$ cat src/rtl/alu_seq.sv
`default_nettype none
// ============================================================================
// Module   : alu_seq
// Purpose  : Handshaked, parametrised ALU. Single-cycle ops (ADD, SUB, XORMT,
//            ANDMT, AND, OR, XOR, SHIFT, SSB, PASSB, ROT) register their
//            result one cycle after accept; MUL runs an iterative shift-add
//            over WIDTH cycles and returns the full double-width product.
//            Results and flags sit in registers behind a valid/ready channel.
// Ports    : clk, rst_n (sync, active low)
//            in_valid / in_ready        request handshake
//            alu_op, alu_port_A/B, alu_shift_dir   sampled at accept
//            out_valid / out_ready      result handshake
//            alu_out, alu_out_hi        result (hi = MUL upper half, else 0)
//            alu_carry, alu_zero        flags
// Revision : 1.0 - initial release
// ============================================================================
module alu_seq #(
    parameter int WIDTH   = 8,
    parameter int SHAMT_W = $clog2(WIDTH)
) (
    input  logic             clk,
    input  logic             rst_n,
    input  logic             in_valid,
    output logic             in_ready,
    input  logic [3:0]       alu_op,
    input  logic [WIDTH-1:0] alu_port_A,
    input  logic [WIDTH-1:0] alu_port_B,
    input  logic             alu_shift_dir,
    output logic             out_valid,
    input  logic             out_ready,
    output logic [WIDTH-1:0] alu_out,
    output logic [WIDTH-1:0] alu_out_hi,
    output logic             alu_carry,
    output logic             alu_zero
);

    localparam logic [3:0] c_OP_ADD   = 4'd0;
    localparam logic [3:0] c_OP_SUB   = 4'd1;
    localparam logic [3:0] c_OP_XORMT = 4'd2;
    localparam logic [3:0] c_OP_ANDMT = 4'd3;
    localparam logic [3:0] c_OP_AND   = 4'd4;
    localparam logic [3:0] c_OP_OR    = 4'd5;
    localparam logic [3:0] c_OP_XOR   = 4'd6;
    localparam logic [3:0] c_OP_SHIFT = 4'd7;
    localparam logic [3:0] c_OP_SSB   = 4'd8;
    localparam logic [3:0] c_OP_PASSB = 4'd9;
    localparam logic [3:0] c_OP_MUL   = 4'd10;
    localparam logic [3:0] c_OP_ROT   = 4'd11;

    localparam logic [SHAMT_W-1:0] c_LAST_BIT = SHAMT_W'(WIDTH - 1);

    typedef enum logic [1:0] {
        ST_IDLE = 2'd0,
        ST_BUSY = 2'd1,
        ST_DONE = 2'd2
    } state_t;

    state_t               r_state;
    logic [WIDTH-1:0]     r_mul_a;
    logic [WIDTH-1:0]     r_mul_b;
    logic [2*WIDTH-1:0]   r_acc;
    logic [SHAMT_W-1:0]   r_count;
    logic [WIDTH-1:0]     r_out;
    logic [WIDTH-1:0]     r_out_hi;
    logic                 r_carry;
    logic                 r_zero;

    logic [SHAMT_W-1:0]   w_amt;
    logic [WIDTH:0]       w_sum;
    logic [WIDTH:0]       w_diff;
    logic [2*WIDTH-1:0]   w_dbl;
    logic [2*WIDTH-1:0]   w_rot_r;
    logic [2*WIDTH-1:0]   w_rot_l;
    logic [WIDTH-1:0]     w_res;
    logic                 w_carry;
    logic [2*WIDTH-1:0]   w_pp;
    logic [2*WIDTH-1:0]   w_acc_next;

    assign w_amt  = alu_port_B[SHAMT_W-1:0];
    assign w_sum  = {1'b0, alu_port_A} + {1'b0, alu_port_B};
    // Extra top bit of the difference is the unsigned borrow (A < B).
    assign w_diff = {1'b0, alu_port_A} - {1'b0, alu_port_B};

    // Rotation via a doubled copy of A: right rotate reads the low half after
    // shifting right, left rotate reads the high half after shifting left.
    assign w_dbl   = {alu_port_A, alu_port_A};
    assign w_rot_r = w_dbl >> w_amt;
    assign w_rot_l = w_dbl << w_amt;

    always_comb begin
        w_res   = '0;
        w_carry = 1'b0;
        case (alu_op)
            c_OP_ADD: begin
                w_res   = w_sum[WIDTH-1:0];
                w_carry = w_sum[WIDTH];
            end
            c_OP_SUB: begin
                w_res   = w_diff[WIDTH-1:0];
                w_carry = w_diff[WIDTH];
            end
            c_OP_XORMT: w_res = {{(WIDTH-1){1'b0}}, ^(alu_port_A & alu_port_B)};
            c_OP_ANDMT: w_res = {{(WIDTH-1){1'b0}}, &(alu_port_A | ~alu_port_B)};
            c_OP_AND:   w_res = alu_port_A & alu_port_B;
            c_OP_OR:    w_res = alu_port_A | alu_port_B;
            c_OP_XOR:   w_res = alu_port_A ^ alu_port_B;
            c_OP_SHIFT: w_res = alu_shift_dir ? (alu_port_A >> w_amt)
                                              : (alu_port_A << w_amt);
            c_OP_SSB:   w_res = {{(WIDTH-1){1'b0}}, alu_port_A[w_amt]};
            c_OP_PASSB: w_res = alu_port_B;
            c_OP_ROT:   w_res = alu_shift_dir ? w_rot_r[WIDTH-1:0]
                                              : w_rot_l[2*WIDTH-1:WIDTH];
            default:    w_res = '0;
        endcase
    end

    // Shift-add step: partial product of A aligned to the current multiplier bit.
    assign w_pp       = {{WIDTH{1'b0}}, r_mul_a} << r_count;
    assign w_acc_next = r_mul_b[r_count] ? (r_acc + w_pp) : r_acc;

    always_ff @(posedge clk) begin
        if (!rst_n) begin
            r_state  <= ST_IDLE;
            r_mul_a  <= '0;
            r_mul_b  <= '0;
            r_acc    <= '0;
            r_count  <= '0;
            r_out    <= '0;
            r_out_hi <= '0;
            r_carry  <= 1'b0;
            r_zero   <= 1'b1;
        end else begin
            case (r_state)
                ST_IDLE: begin
                    if (in_valid) begin
                        if (alu_op == c_OP_MUL) begin
                            r_mul_a <= alu_port_A;
                            r_mul_b <= alu_port_B;
                            r_acc   <= '0;
                            r_count <= '0;
                            r_state <= ST_BUSY;
                        end else begin
                            r_out    <= w_res;
                            r_out_hi <= '0;
                            r_carry  <= w_carry;
                            r_zero   <= (w_res == '0);
                            r_state  <= ST_DONE;
                        end
                    end
                end
                ST_BUSY: begin
                    r_acc   <= w_acc_next;
                    r_count <= r_count + 1'b1;
                    if (r_count == c_LAST_BIT) begin
                        r_out    <= w_acc_next[WIDTH-1:0];
                        r_out_hi <= w_acc_next[2*WIDTH-1:WIDTH];
                        r_carry  <= 1'b0;
                        r_zero   <= (w_acc_next[WIDTH-1:0] == '0);
                        r_state  <= ST_DONE;
                    end
                end
                ST_DONE: begin
                    if (out_ready) begin
                        r_state <= ST_IDLE;
                    end
                end
                default: r_state <= ST_IDLE;
            endcase
        end
    end

    assign in_ready   = (r_state == ST_IDLE);
    assign out_valid  = (r_state == ST_DONE);
    assign alu_out    = r_out;
    assign alu_out_hi = r_out_hi;
    assign alu_carry  = r_carry;
    assign alu_zero   = r_zero;

endmodule
`default_nettype wire
$ cat config.mk
export PLATFORM = sky130hd
export DESIGN_NAME = alu_seq
export DESIGN_NICKNAME = d
export VERILOG_FILES = /design/src/rtl/alu_seq.sv
export SDC_FILE = /design/constraint.sdc
export NUM_CORES = 1
export LEC_CHECK = 0
export BUFFER_PORTS_ARGS = -buffer_cell sky130_fd_sc_hd__clkbuf_2
export CORE_AREA = 8 8 107 109
export DETAILED_ROUTE_END_ITERATION = 7
export DIE_AREA = 0 0 115 117
export PLACE_DENSITY = 0.85
export SYNTH_ARGS = -nofsm -noshare
export SYNTH_HDL_FRONTEND = slang
export SYNTH_SLANG_ARGS = --single-unit
$ cat constraint.sdc
create_clock -name clk -period 6.7 [get_ports clk]
set_input_delay 0.67 -clock clk [delete_from_list [all_inputs] [get_ports clk]]
set_output_delay 0.67 -clock clk [all_outputs]
set_load 0.05 [all_outputs]
Yosys cells after proc, flatten, opt, wreduce, memory -nomap -nowiden
Index checks and enable logic that the tools add are counted.
Widths: inputs -> output; s select.
- bits in registers: 55
- logic and storage cells: 91
- add/subtract/negate cells: 4
- magnitude comparators: 2
- equal/unequal tests: 19
- shift-type cells: 5
- mux-type cells: 36
- bitwise logic cells: 5
- reduce and logical (&&, ||, !) cells: 11
- operators with widths (kind ; count):
    $pmux 8 s11 ; 1
    $mux 8 ; 8
    $mux 16 ; 3
    $pmux 16 s2 ; 1
    $pmux 8 s2 ; 2
    $add 16x16->16 ; 1
    $eq 4x3->1 const B ; 4
    $eq 4x4->1 const B ; 4
    $logic_not 8->1 ; 2
    $or 8x8->8 ; 2
    $shl 16x3->16 ; 1
    $shl 8x3->16 ; 1
    $shr 16x3->8 ; 1
    $add 8x8->9 ; 1
    $reduce_and 3->1 ; 3
    $sub 8x8->9 ; 1
    $and 8x8->8 ; 1
    $eq 4x2->1 const B ; 2
    $lt 3x4->1 const B ; 2
    $mux 1 ; 8
    $mux 2 ; 4
    $not 8->8 ; 1
    $reduce_and 8->1 ; 1
    $reduce_xor 8->1 ; 1
    19 further kinds ; 26

Longest topological paths before layout
- word-level depth: 8
- mapped depth: 14
- depth with buffers taken out: 13

Worst setup path after synthesis
Ideal clock, no wire load.
- path kind: reg2reg
- from: reg r_count[1]
- to: reg r_out_hi[4] (netlist: alu_out_hi[4])
- data arrival time: 3.284 ns
- data required time: 6.624 ns
- setup slack: 3.340 ns
- cell stages (with the launch flop): 15
- cells stage by stage: dfxtp_1 > clkbuf_1 > buf_1 > mux2i_1 > o22ai_1 > and2_1 > ha_1 > a211oi_1 > o21ai_0 > a211oi_1 > nor3_1 > o32ai_1 > xnor2_1 > mux2i_1 > o21ai_0
- longest elaborated chain between the ends: 5
- elaborated cells between the ends (all ways): 10
- classes of those cells: 1 x add/sub; 2 x eq/ne; 1 x shift; 5 x mux; 1 x reduce/logical
- RTL lines (element ; RTL line ; RTL):
    from (decl) ; 62 ; logic [SHAMT_W-1:0] r_count;
    from (signal assigned) ; 153 ; r_count <= r_count + 1'b1;
    $shl 8x3->16 or $bmux 1 s3 (tied branches) ; 118, 119 ;
    $add 16x16->16 or $mux 1 (tied branches) ; 119 ; assign w_acc_next = r_mul_b[r_count] ? (r_acc + w_pp) : r_acc;
    $mux 16 ; 119 ;
    $mux 8 ; 154 ; if (r_count == c_LAST_BIT) begin
    $pmux 8 s2 ; 133 ; case (r_state)
    to (signal assigned) ; 156 ; r_out_hi <= w_acc_next[2*WIDTH-1:WIDTH];
    to (decl) ; 64 ; logic [WIDTH-1:0] r_out_hi;
Several ways; a longest one is shown, not always the timed one. The select of a mux whose other input is x is not followed.
A chain may end at the register's enable or synchronous reset.

Worst setup path in the final report
Ends and elaborated chain as after synthesis.

==> flow_summary.ini <==
[synth]
prevailing_post_synth_register_cell = dfxtp_1
synthesis.instances = 727
ys_seq_elements = 55
syn_area_mm2 = 0.00575
synth.avg_cell_area_um2 = 7.91
mappedNetlistNets = 805
postSynth.asyncResetShare_pct = 0
synth_cell_type_count = 64
synth_edf_count = 0
synth_warn = 0
ys_seq_area_share_pct = 19.2

[sta]
totalNegativeSetupSlack_ns = 0
final_max_slew_viol_count = 0
slew_headroom_pct = 20.6
clock-skew-final_ns = 0.0178
setup_viol_count_final = 0
timing.final.hold_violations = 0
finalCritPeriodShare_pct = 57.6
fmaxAchievable_mhz = 259
tightestPinTransition_ns = 1.18
rsz0062_at_grt = no
fin_ws_ns = 2.84
post-route-min-period_ns = 3.86

[power]
irDropWorstVdd_v = 0.0000886
pwr_density_cell_mw_per_mm2 = 130
leakagePower_nw = 2.48

[worst_hold_path]
whs_endpoint = alu_out_hi[0]
cell_depth_of_the_worst_min_delay_path = 2
min_path_type = reg2reg
hold_path.startpoint = alu_out_hi[0]

[critical_path]
reg_to_reg_endpoint = alu_out_hi[4]
arrival_ns = 4.05
reg2reg_depth = 12
startpoint_type = flip-flop
reg_to_reg_critical_path_startpoint = r_count[1]
criticalPathCategory = reg2reg
timing.critical_path.required_ns = 6.89
cp_max_fo = 17
worst-r2r-setup-slack_ns = 2.84
worstSetupEndpointType = flip-flop

[floorplan]
floorplan.core_area_mm2 = 0.00991
start_util_pct = 58.0
row_count = 37
floorplan.io_pins = 45
design.die.area_mm2 = 0.0135
die-height_um = 117
chipWidth_um = 115

[finish]
final_area_mm2 = 0.00604
post_route_cells_drive_above_1_share_pct = 11.0
synthToLayoutAreaGrowth_pct = 5.09
layout.area.seq_mm2 = 0.00110
layout_common_cells = 85 x nand2_1, 55 x dfxtp_1, 50 x ha_1
num-fill-cells = 895
layout.cells.most_common = nand2_1
layout_nets = 807
multiInputGateArea_mm2 = 0.00429
finalNonFillerCells = 866
n_antenna_cell = 0

[status]
status = completed

[clock_network]
cts_resized = 0
cts_max_path_buffers = 2
cts_setup_buffers = 0
clk_pin_slew_worst_paths_ns = 0.11
tritoncts.num_buffers = 5
cts_root_buffer = clkbuf_8
numClockSinks = 55
cts_hold_buf = 0
clk-insertion-delay-late_ns = 0.32
tritoncts = built
cts_htree_levels = 2

[route]
detailed_route_via_count = 5767
post_drt_via_cell_ratio = 6.66
dr.pass1.iters = 5
detailed_route_iter0_violations = 585
ant_nets = 0
detail_route.wl_per_cell_um = 20.6
wl_um = 17800
drc_errors = 0

[placement]
dpl-instance-area_mm2 = 0.00595
post-place-cells = 858
place.port_buffers = 44
gpl.final_weighted_congestion = 1.00
pre_cts_slack_ns = 2.93
place.detailed.hpwl_um = 13200

[global_routing]
top_usage_layer = met2
gr-usage-met2_pct = 43.4
groute.usage.overall_pct = 26.5
largest_net_degree_at_the_start_of_global_routing = 53
grt_first_pass_wirelength_um = 28500
grtUsageMet1_pct = 34.2
gr-total-overflow = 0
number_of_antenna_violations_at_the_first_check_in_global_routing = 1
met3_track_usage_gr_pct = 3.75
vias_in_the_first_global_route = 5557

[job]
max_cap_viols = 0
[logic make-up after synthesis]
kind of cell	count (synthesis)	synth area share [%]
and+or+nand+nor	252	21.8
AOI/OAI and AO/OA	191	22.3
buffers and inverters	88	6.18
muxes	62	14.6
DFF	55	19.2
adders and majority gates	53	11.9
xor gates and xnor gates	26	3.96
[power by group]
part | internal [mW] | total [mW] | switching, mW
registers | 0.333 | 0.339 | 0.00567
logic | 0.0880 | 0.247 | 0.159
clock network | 0.0778 | 0.200 | 0.122
[cell type report]
type	instances	area share, %
multi-input combinational	584	71.1
sequential	55	18.2
timing repair buffer	48	4.14
tap	136	2.82
inverter	35	2.17
clock buffer	5	1.14
clock inverter	3	0.456
[synth_stat cells (10+ instances only)]
cell type	n	share of area, %
nand2_1	85	5.5
dfxtp_1	55	19
ha_1	50	11
o21ai_0	40	3.5
nor2_1	38	2.5
inv_1	35	2.3
mux2i_1	35	6.1
clkbuf_1	34	2.2
a21oi_1	33	2.9
nor2b_1	28	3.0
a21boi_0	21	2.7
nor3_1	20	1.7
a22oi_1	19	2.5
nand3_1	19	1.7
xnor2_1	18	2.7
buf_2	14	1.2
a21o_1	12	1.6
mux2_2	12	2.4
and2_1	11	1.2
mux4_2	10	3.9
[through the flow]
| step | hold WS, ns | utilization [%] | power [mW] |
|---|---|---|---|
| CTS | 0.466 | 61.0 | 0.781 |
| detailed placement | 0.445 | 60.0 | 0.585 |
| finish | 0.466 | 61.0 | 0.786 |
| floorplan | 0.440 | - | 0.520 |
| global route | 0.493 | 61.0 | 0.819 |
| global placement | 0.439 | 60.0 | 0.582 |
[worst max-delay path, stage by stage, from the launching register on]
cell and delay [ns]:
dfxtp_1 0.76, mux2i_1 0.29, o22ai_1 0.13, and2_1 0.21, ha_1 0.34, a211oi_1 0.30
o21ai_0 0.17, a211oi_1 0.46, nor3_1 0.16, o32ai_1 0.42, xnor2_1 0.14, mux2i_1 0.24
o21ai_0 0.11
[routing by layer]
layer,share of wire (%),up-vias
li1,-,2643
met3,8.7,59
met1,42,2727
met4,3.5,2
met2,46,336
met5,0.062,-
[sequential cells by signal, summed over array words and instances (netlist names)]
| name | count |
|---|---|
| alu_carry | 1 |
| r_mul_b | 8 |
| alu_out | 8 |
| r_state | 2 |
| alu_out_hi | 8 |
| r_count | 3 |
| r_acc | 16 |
| alu_zero | 1 |
| r_mul_a | 8 |
[worst max path at each step]
stage               cells past startpoint     startpoint       endpoint  slack [ns]
floorplan                              14     r_count[1]  alu_out_hi[4]        3.34
global placement                       11  alu_port_B[0]       alu_zero        2.98
detailed placement                     11  alu_port_B[0]       alu_zero        2.93
CTS                                    12     r_count[1]  alu_out_hi[4]        2.94
global route                           11     r_count[0]  alu_out_hi[7]        2.59
finish                                 12     r_count[1]  alu_out_hi[4]        2.84
(Power assumes the default switching activity.)
